$ cat src/rtl/rom_load_pkg.sv
// Shared types and ROM region map for the ioctl download sequencer.
// Region table maps the 16-bit image address onto the core's four ROM banks.
package rom_load_pkg;

    typedef enum logic [2:0] {
        S_WAIT,
        S_LOAD,
        S_SETTLE,
        S_RUN,
        S_FAIL
    } load_state_t;

    localparam logic [15:0] REGION_BASE_PROG   = 16'h0000;
    localparam logic [15:0] REGION_BASE_TILES  = 16'h6000;
    localparam logic [15:0] REGION_BASE_SPRITE = 16'h8000;
    localparam logic [15:0] REGION_BASE_PCM    = 16'hA000;

    function automatic logic [1:0] region_of(input logic [15:0] addr);
        if (addr >= REGION_BASE_PCM)
            return 2'd3;
        else if (addr >= REGION_BASE_SPRITE)
            return 2'd2;
        else if (addr >= REGION_BASE_TILES)
            return 2'd1;
        else
            return 2'd0;
    endfunction

endpackage

$ cat src/rtl/rom_load_seq_if.sv
// ioctl byte stream in, decoded ROM write port out.
// master = download source / ROM consumer, slave = the sequencer.
interface rom_load_seq_if;
    logic        ioctl_download;
    logic        ioctl_wr;
    logic [24:0] ioctl_addr;
    logic [7:0]  ioctl_dout;

    logic [15:0] dn_addr;
    logic [7:0]  dn_data;
    logic        dn_wr;
    logic [1:0]  dn_region;

    modport master (
        output ioctl_download, ioctl_wr, ioctl_addr, ioctl_dout,
        input  dn_addr, dn_data, dn_wr, dn_region
    );

    modport slave (
        input  ioctl_download, ioctl_wr, ioctl_addr, ioctl_dout,
        output dn_addr, dn_data, dn_wr, dn_region
    );
endinterface

$ cat src/rtl/rom_load_settle_ctr.sv
// Loadable down-counter that parks at zero; used to stretch a reset after an event.
// zero is high whenever the count is exhausted, including out of reset.
module rom_load_settle_ctr #(
    parameter int unsigned WIDTH = 10
) (
    input  logic             clk_sys,
    input  logic             reset,
    input  logic             load,
    input  logic [WIDTH-1:0] init,
    output logic             zero
);

    logic [WIDTH-1:0] count;

    always_ff @(posedge clk_sys) begin
        if (reset)
            count <= '0;
        else if (load)
            count <= init;
        else if (count != '0)
            count <= count - 1'b1;
    end

    assign zero = (count == '0);

endmodule

$ cat src/rtl/rom_load_seq.sv
// ROM download sequencer: decodes ioctl bytes into region-tagged writes and
// holds the core in reset until a complete image has settled.
// Optional checksum gate: define ROM_LOAD_CHECKSUM_EN.
//
// state    | meaning
// ---------+-----------------------------------------------
// S_WAIT   | out of reset, no image loaded yet
// S_LOAD   | download window open, bytes being written
// S_SETTLE | window closed, core reset still held
// S_RUN    | image good, core reset follows user_reset
// S_FAIL   | image short / overflowed / bad sum, core held
module rom_load_seq
    import rom_load_pkg::*;
#(
    parameter int unsigned EXPECT_BYTES  = 49152,
    parameter int unsigned SETTLE_CYCLES = 1024
`ifdef ROM_LOAD_CHECKSUM_EN
    ,
    parameter logic [7:0]  EXPECT_SUM    = 8'h00
`endif
) (
    input  logic        clk_sys,
    input  logic        reset,
    input  logic        user_reset,
    rom_load_seq_if.slave bus,
    output logic        core_reset,
    output logic        load_done,
    output logic        load_error,
    output logic [16:0] byte_count
`ifdef ROM_LOAD_CHECKSUM_EN
    ,
    output logic [7:0]  checksum
`endif
);

    localparam int unsigned CTR_W = (SETTLE_CYCLES > 1) ? $clog2(SETTLE_CYCLES) : 1;
    localparam logic [CTR_W-1:0] SETTLE_INIT  = CTR_W'(SETTLE_CYCLES - 1);
    localparam logic [24:0]      ADDR_LIMIT   = 25'(EXPECT_BYTES);
    localparam logic [16:0]      EXPECT_COUNT = 17'(EXPECT_BYTES);
    localparam logic [16:0]      COUNT_MAX    = '1;

    load_state_t state;
    logic        dl_q;
    logic        ovf;
    logic        dl_rise;
    logic        dl_fall;
    logic        strobe;
    logic        in_range;
    logic        ctr_load;
    logic        ctr_zero;
    logic        image_ok;

    always_comb begin
        dl_rise  = bus.ioctl_download & ~dl_q;
        dl_fall  = ~bus.ioctl_download & dl_q;
        // only strobes inside an open window while loading count
        strobe   = bus.ioctl_wr & bus.ioctl_download & (state == S_LOAD);
        in_range = (bus.ioctl_addr < ADDR_LIMIT);
        ctr_load = (state == S_LOAD) & dl_fall;
        image_ok = (byte_count == EXPECT_COUNT) && !ovf;
`ifdef ROM_LOAD_CHECKSUM_EN
        image_ok = image_ok && (checksum == EXPECT_SUM);
`endif
    end

    rom_load_settle_ctr #(
        .WIDTH (CTR_W)
    ) u_settle_ctr (
        .clk_sys (clk_sys),
        .reset   (reset),
        .load    (ctr_load),
        .init    (SETTLE_INIT),
        .zero    (ctr_zero)
    );

    always_ff @(posedge clk_sys) begin
        if (reset) begin
            state         <= S_WAIT;
            dl_q          <= 1'b0;
            ovf           <= 1'b0;
            core_reset    <= 1'b1;
            load_done     <= 1'b0;
            load_error    <= 1'b0;
            byte_count    <= '0;
            bus.dn_wr     <= 1'b0;
            bus.dn_addr   <= '0;
            bus.dn_data   <= '0;
            bus.dn_region <= '0;
`ifdef ROM_LOAD_CHECKSUM_EN
            checksum      <= '0;
`endif
        end else begin
            dl_q      <= bus.ioctl_download;
            bus.dn_wr <= 1'b0;

            if (dl_rise) begin
                state      <= S_LOAD;
                ovf        <= 1'b0;
                core_reset <= 1'b1;
                load_done  <= 1'b0;
                load_error <= 1'b0;
                byte_count <= '0;
`ifdef ROM_LOAD_CHECKSUM_EN
                checksum   <= '0;
`endif
            end else begin
                case (state)
                    S_LOAD: begin
                        if (strobe) begin
                            if (byte_count != COUNT_MAX)
                                byte_count <= byte_count + 1'b1;
                            if (in_range) begin
                                bus.dn_wr     <= 1'b1;
                                bus.dn_addr   <= bus.ioctl_addr[15:0];
                                bus.dn_data   <= bus.ioctl_dout;
                                bus.dn_region <= region_of(bus.ioctl_addr[15:0]);
`ifdef ROM_LOAD_CHECKSUM_EN
                                checksum      <= checksum + bus.ioctl_dout;
`endif
                            end else begin
                                ovf <= 1'b1;
                            end
                        end
                        if (dl_fall)
                            state <= S_SETTLE;
                    end
                    S_SETTLE: begin
                        if (ctr_zero) begin
                            if (image_ok) begin
                                state      <= S_RUN;
                                load_done  <= 1'b1;
                                core_reset <= user_reset;
                            end else begin
                                state      <= S_FAIL;
                                load_error <= 1'b1;
                            end
                        end
                    end
                    S_RUN: begin
                        core_reset <= user_reset;
                    end
                    default: begin
                        core_reset <= 1'b1;
                    end
                endcase
            end
        end
    end

endmodule

$ cat src/flat_wrapper.sv
// flat-port wrapper written by rule: the top's interface ports become plain ports
module rom_load_seq_flat import rom_load_pkg::*;
#(
    parameter int unsigned EXPECT_BYTES  = 49152,
    parameter int unsigned SETTLE_CYCLES = 1024

)
  (clk_sys, reset, user_reset, core_reset, load_done, load_error, byte_count, bus_ioctl_download, bus_ioctl_wr, bus_ioctl_addr, bus_ioctl_dout, bus_dn_addr, bus_dn_data, bus_dn_wr, bus_dn_region);
  rom_load_seq_if bus_i ();
  input  logic clk_sys;
  input  logic reset;
  input  logic user_reset;
  output logic core_reset;
  output logic load_done;
  output logic load_error;
  output logic [16:0] byte_count;
  input wire logic [$bits(bus_i.ioctl_download)-1:0] bus_ioctl_download;
  input wire logic [$bits(bus_i.ioctl_wr)-1:0] bus_ioctl_wr;
  input wire logic [$bits(bus_i.ioctl_addr)-1:0] bus_ioctl_addr;
  input wire logic [$bits(bus_i.ioctl_dout)-1:0] bus_ioctl_dout;
  output wire logic [$bits(bus_i.dn_addr)-1:0] bus_dn_addr;
  output wire logic [$bits(bus_i.dn_data)-1:0] bus_dn_data;
  output wire logic [$bits(bus_i.dn_wr)-1:0] bus_dn_wr;
  output wire logic [$bits(bus_i.dn_region)-1:0] bus_dn_region;
  assign bus_i.ioctl_download = bus_ioctl_download;
  assign bus_i.ioctl_wr = bus_ioctl_wr;
  assign bus_i.ioctl_addr = bus_ioctl_addr;
  assign bus_i.ioctl_dout = bus_ioctl_dout;
  assign bus_dn_addr = bus_i.dn_addr;
  assign bus_dn_data = bus_i.dn_data;
  assign bus_dn_wr = bus_i.dn_wr;
  assign bus_dn_region = bus_i.dn_region;
  rom_load_seq #(.EXPECT_BYTES(EXPECT_BYTES), .SETTLE_CYCLES(SETTLE_CYCLES)) u_core (.clk_sys(clk_sys), .reset(reset), .user_reset(user_reset), .bus(bus_i), .core_reset(core_reset), .load_done(load_done), .load_error(load_error), .byte_count(byte_count));
endmodule
$ cat config.mk
export PLATFORM = sky130hd
export DESIGN_NAME = rom_load_seq_flat
export DESIGN_NICKNAME = d
export VERILOG_FILES = /design/src/rtl/rom_load_pkg.sv /design/src/rtl/rom_load_seq_if.sv /design/src/rtl/rom_load_settle_ctr.sv /design/src/rtl/rom_load_seq.sv /design/src/flat_wrapper.sv
export SDC_FILE = /design/constraint.sdc
export NUM_CORES = 1
export LEC_CHECK = 0
export CORE_UTILIZATION = 44
export CTS_BUF_LIST = sky130_fd_sc_hd__clkbuf_8
export CTS_CLUSTER_SIZE = 25
export DETAILED_ROUTE_END_ITERATION = 12
export PLACE_DENSITY_LB_ADDON = 0.3
export SYNTH_ARGS = -nofsm -noshare
export SYNTH_HDL_FRONTEND = slang
export SYNTH_SLANG_ARGS = --single-unit
$ cat constraint.sdc
create_clock -name clk_sys -period 2.5 [get_ports clk_sys]
set_input_delay 0.375 -clock clk_sys [delete_from_list [all_inputs] [get_ports clk_sys]]
set_output_delay 0.375 -clock clk_sys [all_outputs]
set_load 0.01 [all_outputs]
# == Yosys cells after proc, flatten, opt, wreduce, memory -nomap -nowiden ==
# Index checks and enable logic that the tools add are counted.
# op_classes
addsub,2
order_cmp,4
n_eq_ne,10
n_mux,14
bitwise,12
reduce_logical,17
# op_table
op,count
"greater-or-equal comparator 16 bit, second input constant",2
"< comparator 25 x 16 -> 1 bit, second input constant",1
AND reduction 3 bit,7
two-way mux 10 bit,2
"adder 17 x 1 -> 17 bit, second input constant",1
"== test 17 x 16 -> 1 bit, second input constant",1
"inequality test 17 bit, second input constant",1
"greater-or-equal comparator 16 x 15 -> 1 bit, second input constant",1
logical NOT 10 bit,1
nonzero test 10 bit,1
"subtractor 10 x 1 -> 10 bit, second input constant",1
two-way mux 3 bit,3
NOT 1 bit,7
"== test 3 x 2 -> 1 bit, second input constant",2
"inequality test 2 x 1 -> 1 bit, second input constant",3
"inequality test 3 x 1 -> 1 bit, second input constant",2
one-hot mux 3 bit (2 select lines),1
bitwise AND 1 bit,5
two-way mux 1 bit,5
two-way mux 2 bit,2
AND reduction 4 bit,1
nonzero test 2 bit,2
OR reduction 4 bit,1
"== test 3 x 1 -> 1 bit, second input constant",1
other kinds (5),5
# totals
reg_bits,62
inputBits,38
out_inout_bits,47
word_cells,72

# == Logic depth before layout (Yosys ltp) ==
# depth
depth_word,6
ltp_mapped,10
ltp_nobuf,8

# == Hierarchy ==
# A second synthesis with hierarchy kept.
# hier_totals
hier_cells,352
hier_area_um2,2955.3
# modules_own_cells
module,instances,cells_per_inst,area_per_inst_um2,seq_area_each_um2
rom_load_seq,1,279,2342.2,1041.0
rom_load_settle_ctr,1,73,613.1,200.2

# == Worst setup path after synthesis ==
# OpenSTA, ideal clock, no wires.
# synth_timing
kind,reg-to-reg
from,register u_core.byte_count[2]
to,register u_core.byte_count[14]
setup_time_ns,0.071
arrival_ns,2.314
required_ns,2.429
path_slack_ns,0.116
stages_incl_launch_ff,11
n_path_buf,2
synth_period_minus_slack_ns,2.384
cell_sequence,dfxtp_1 > nand4_1 > or2_2 > clkbuf_1 > nor3_1 > ha_1 > nand4b_1 > or4_1 > clkbuf_1 > or3_1 > a21oi_1
# synth_via
elab_chain_len,2
elab_cells_between_ends,3
classes_between,add/sub: 1; eq/ne: 1; reduce/logical: 1
# synth_rtl
item,line_no,rtl
start: declaration,rom_load_seq.sv:29,output logic [16:0] byte_count
start signal: assignment,rom_load_seq.sv:111,byte_count <= byte_count + 1'b1;
branches (longest 2 deep; another with adder 17 x 1 -> 17 bit),--,
# Several ways; the timed one is not identified.
# A chain may end at the register's enable or synchronous reset.

# == Worst setup path after layout ==
# layout_timing
from,register u_core.byte_count[2]
to,register u_core.byte_count[12]
# The elaborated chain is that of the path after synthesis.

==> reports/qor.csv <==
stage,metric,value,unit
outcome,outcome,finished clean,
placed_design,dpl cell area,3740,um^2
worst_setup_path,r2r endpoint,u_core.byte_count[12],
routing,First DRT Iteration DRCs,200,
pwr,Int Pwr,0.00178,W
cts,CTS buffer count,9,
placed_design,PortBufs,84,
cts,clk root buf,clkbuf_8,
pwr,Logic pwr share,25.7,%
floorplanning,Rows,28,
synthesis,Synth Warn #,0,
final_layout,"commonest non-fill, non-tap cell in the layout",clkdlybuf4s50_1,
cts,CTS tree,built,
synthesis,main area contributors after synthesis,"dfxtp_1 (45%), a21oi_1 (8.5%), nand3_1 (6.8%)",
final_layout,Finished Core Util,65.1,%
sta,fin. max-slew vios,0,
final_layout,post-layout net count,463,
pwr,LEAKAGE,1.30,nW
floorplanning,die area,6650,um^2
final_layout,most frequent cells in the layout,"clkdlybuf4s50_1 (84), dfxtp_1 (62), a21oi_1 (47)",
global_route,largest net degree at the start of global routing,38,
routing,number of remaining DRC errors,0,
synthesis,"EDFF count, synth",0,
floorplanning,io pins,85,
worst_setup_path,reg2reg setup slack,190,ps
worst_setup_path,Worst path slowest cell,or4_4,
worst_setup_path,CP endpoint kind,flop,
pwr,sequential power share,44.7,%
sta,RSZ-0062 raised after global routing,no,
pwr,Tot Pwr,0.00252,W
sta,Final Hold Vio Count,0,
floorplanning,Die H,81.5,um
sta,final setup vio count,0,
pwr,switching share of power,29.5,%
floorplanning,Die Wd,81.5,um
worst_setup_path,FF-to-FF Start,u_core.byte_count[2],
routing,ANT nets after route,0,
sta,clock skew,5.80,ps
min_path,Hold EP,u_core.load_error,
routing,DRT Pass-1 Iters,5,
synthesis,Syn Inst Count,334,
sta,Peak Freq,0.432,GHz
pwr,peak supply drop,0.000372,V
cts,CTS max path bufs,2,
cts,clk_lat worst skew,330,ps
worst_setup_path,Required @ worst endpoint,2750,ps
synthesis,Synth top area share,44.6,%
sta,Max transition margin,61.1,%
floorplanning,initial core utilization,46.2,%
pwr,Clk network pwr share,29.7,%
cts,Clock Pin Slew Worst Setup and Hold Paths,60,ps
sta,Slew @ Worst Pin,579,ps
cts,Clock Sinks,62,
sta,final setup TNS,0,ps
final_layout,area growth from synthesis to layout,41.1,%
worst_setup_path,Slowest Stage Delay on Critical Path,490,ps
worst_setup_path,R2R depth,8,
sta,period utilisation layout,92.6,%
placed_design,Final GP Congestion,0.812,
synthesis,Post-synth ARST share,0,%
run,total of max-cap violations,0,
global_route,gr usage total,23.9,%
worst_setup_path,CP Max Fanout,10,
min_path,Min-Delay Path Class,reg2reg,
synthesis,library cells used by synthesis,39,
cts,# H-tree levels,3,
routing,vias per inst,5.76,
routing,routed wire length,7260,um
synthesis,Synth Flop Type,dfxtp_1,
worst_setup_path,Worst setup SP type,flop,
global_route,vias in the first global route,2574,
global_route,initial antenna violation count,0,
worst_setup_path,CP Cell Sequence,nand4_1 > or2_4 > nor3_1 > ha_1 > nand4b_1 > or4_4 > or3_1 > a21oi_1,
synthesis,Post-Syn Area,2780,um^2
pwr,power per cell area,643,nW/um^2
final_layout,ratio of cells with drive above 1 in the final layout,8.04,%
worst_setup_path,Worst Path Arrival,2570,ps
synthesis,syn_area_per_cell,8.33,um^2
final_layout,fin area,3930,um^2
floorplanning,Core Box Area,6030,um^2
routing,Routed WL per cell,14.6,um
synthesis,Synth Net Count,376,
placed_design,dpl hpwl,5170,um
synthesis,Synth area leader,dfxtp_1,
synthesis,register area share after synthesis,44.6,%
min_path,Hold Path Depth,1,
min_path,hold_sp,u_core.load_error,
sta,fin crit period,2310,ps
synthesis,#FFs+latches synth,62,
worst_setup_path,worst setup path category,reg2reg,
routing,DR vias,2869,
global_route,global-route wire length before repair,12000,um
final_layout,antenna fix cells,0,
final_layout,number of fill cells,514,
global_route,total gr overflow,0,
pwr,Sw Pwr,0.000745,W
==> area by class of cell <==
class,instances,area [um^2],area share (%)
Multi-Input combinational cell,241,1430,36.5
Sequential cell,62,1240,31.6
Timing Repair Buffer,99,966,24.6
Clock buffer,11,151,3.86
Tap cell,75,93.8,2.39
Inverter,8,30.0,0.765
Clock inverter,2,10.0,0.255
==> critical path, delay by kind of cell (launching register included) <==
family                     cells  cell delay (ps)
and+or+nand+nor                6             1480
DFF                            1              370
adders and majority gates      1              230
AOI/OAI and AO/OA              1              160
==> flip-flops by register name, summed over array words and instances, names as in the netlist <==
signal and count:
u_core.bus.dn_addr 16, u_core.bus.dn_data 8, u_core.bus.dn_region 2, u_core.bus.dn_wr 1, u_core.byte_count 17, u_core.core_reset 1
u_core.dl_q 1, u_core.load_done 1, u_core.load_error 1, u_core.ovf 1, u_core.state 3, u_core.u_settle_ctr.count 10
==> power by group through the flow <==
stage | clock network (W) | logic (W) | registers (W)
4_1_cts | 0.000761 | 0.000648 | 0.00112
3_5_place_dp | 0 | 0.000641 | 0.00115
2_1_floorplan | 0 | 0.000441 | 0.00113
5_1_grt | 0.000808 | 0.000722 | 0.00114
6_report | 0.000749 | 0.000648 | 0.00113
3_3_place_gp | 0 | 0.000615 | 0.00114
==> worst max-delay path by stage <==
stage / slack [ps] / from / endpoint / cells after the start
after global routing: 40 / u_core.byte_count[2] / u_core.byte_count[12] / 8
after detailed placement: 70 / u_core.byte_count[2] / u_core.byte_count[12] / 8
after global placement: 200 / u_core.byte_count[2] / u_core.byte_count[8] / 8
final: 190 / u_core.byte_count[2] / u_core.byte_count[12] / 8
after CTS: 40 / u_core.byte_count[2] / u_core.byte_count[12] / 8
after floorplan: 120 / u_core.byte_count[2] / u_core.byte_count[14] / 10
==> cells by family (layout without fill, tap and decap cells) <==
logic type	after synthesis	after routing	share of synthesized area [%]
fa+ha+maj	5	5	2.16
xor+xnor	8	8	2.52
buf+inv	31	120	4.27
mux	7	7	2.56
flops	62	62	44.6
compound gates	99	99	19.5
simple gates	122	122	24.4
==> per-stage QoR <==
| stage | std cells | worst slack, ps | hold WS [ps] |
|---|---|---|---|
| after floorplan | 334 | 116 | 437 |
| after global placement | 483 | 202 | 457 |
| after detailed placement | 483 | 66.0 | 463 |
| after CTS | 496 | 41.3 | 477 |
| after global routing | 498 | 35.3 | 493 |
| final | 498 | 185 | 471 |
==> routing by layer <==
metal / wire (um) / global-route usage, %
met5: 0 / 0
met4: 160 / 13.2
met3: 566 / 8.78
met2: 3320 / 35.3
met1: 3210 / 29.9
==> synth_stat cells, types with 2 or more instances <==
cell	count
xnor2_1	8
or4_1	6
or3_1	10
nand4_1	4
nand3_1	38
nor3b_1	2
mux2i_1	6
nand4b_1	2
nand2_1	10
nor2b_1	4
o31ai_1	4
dfxtp_1	62
clkbuf_1	21
a21oi_1	47
a211oi_1	3
o21ai_0	33
buf_2	2
or2_2	2
nor2_1	12
nor3_1	12
nor4_1	8
and3_1	4
ha_1	4
a31oi_1	6
inv_1	8
and4_1	2
o21a_1	2
==> repair_timing <==
item / CTS / global route
buffers inserted: 0 / 2
hold buffers: 0 / 0
gates resized for setup: 0 / 3
endpoints found under the setup margin: 0 / 5
endpoints found under the hold margin: 0 / 0
(Power assumes the default switching activity.)
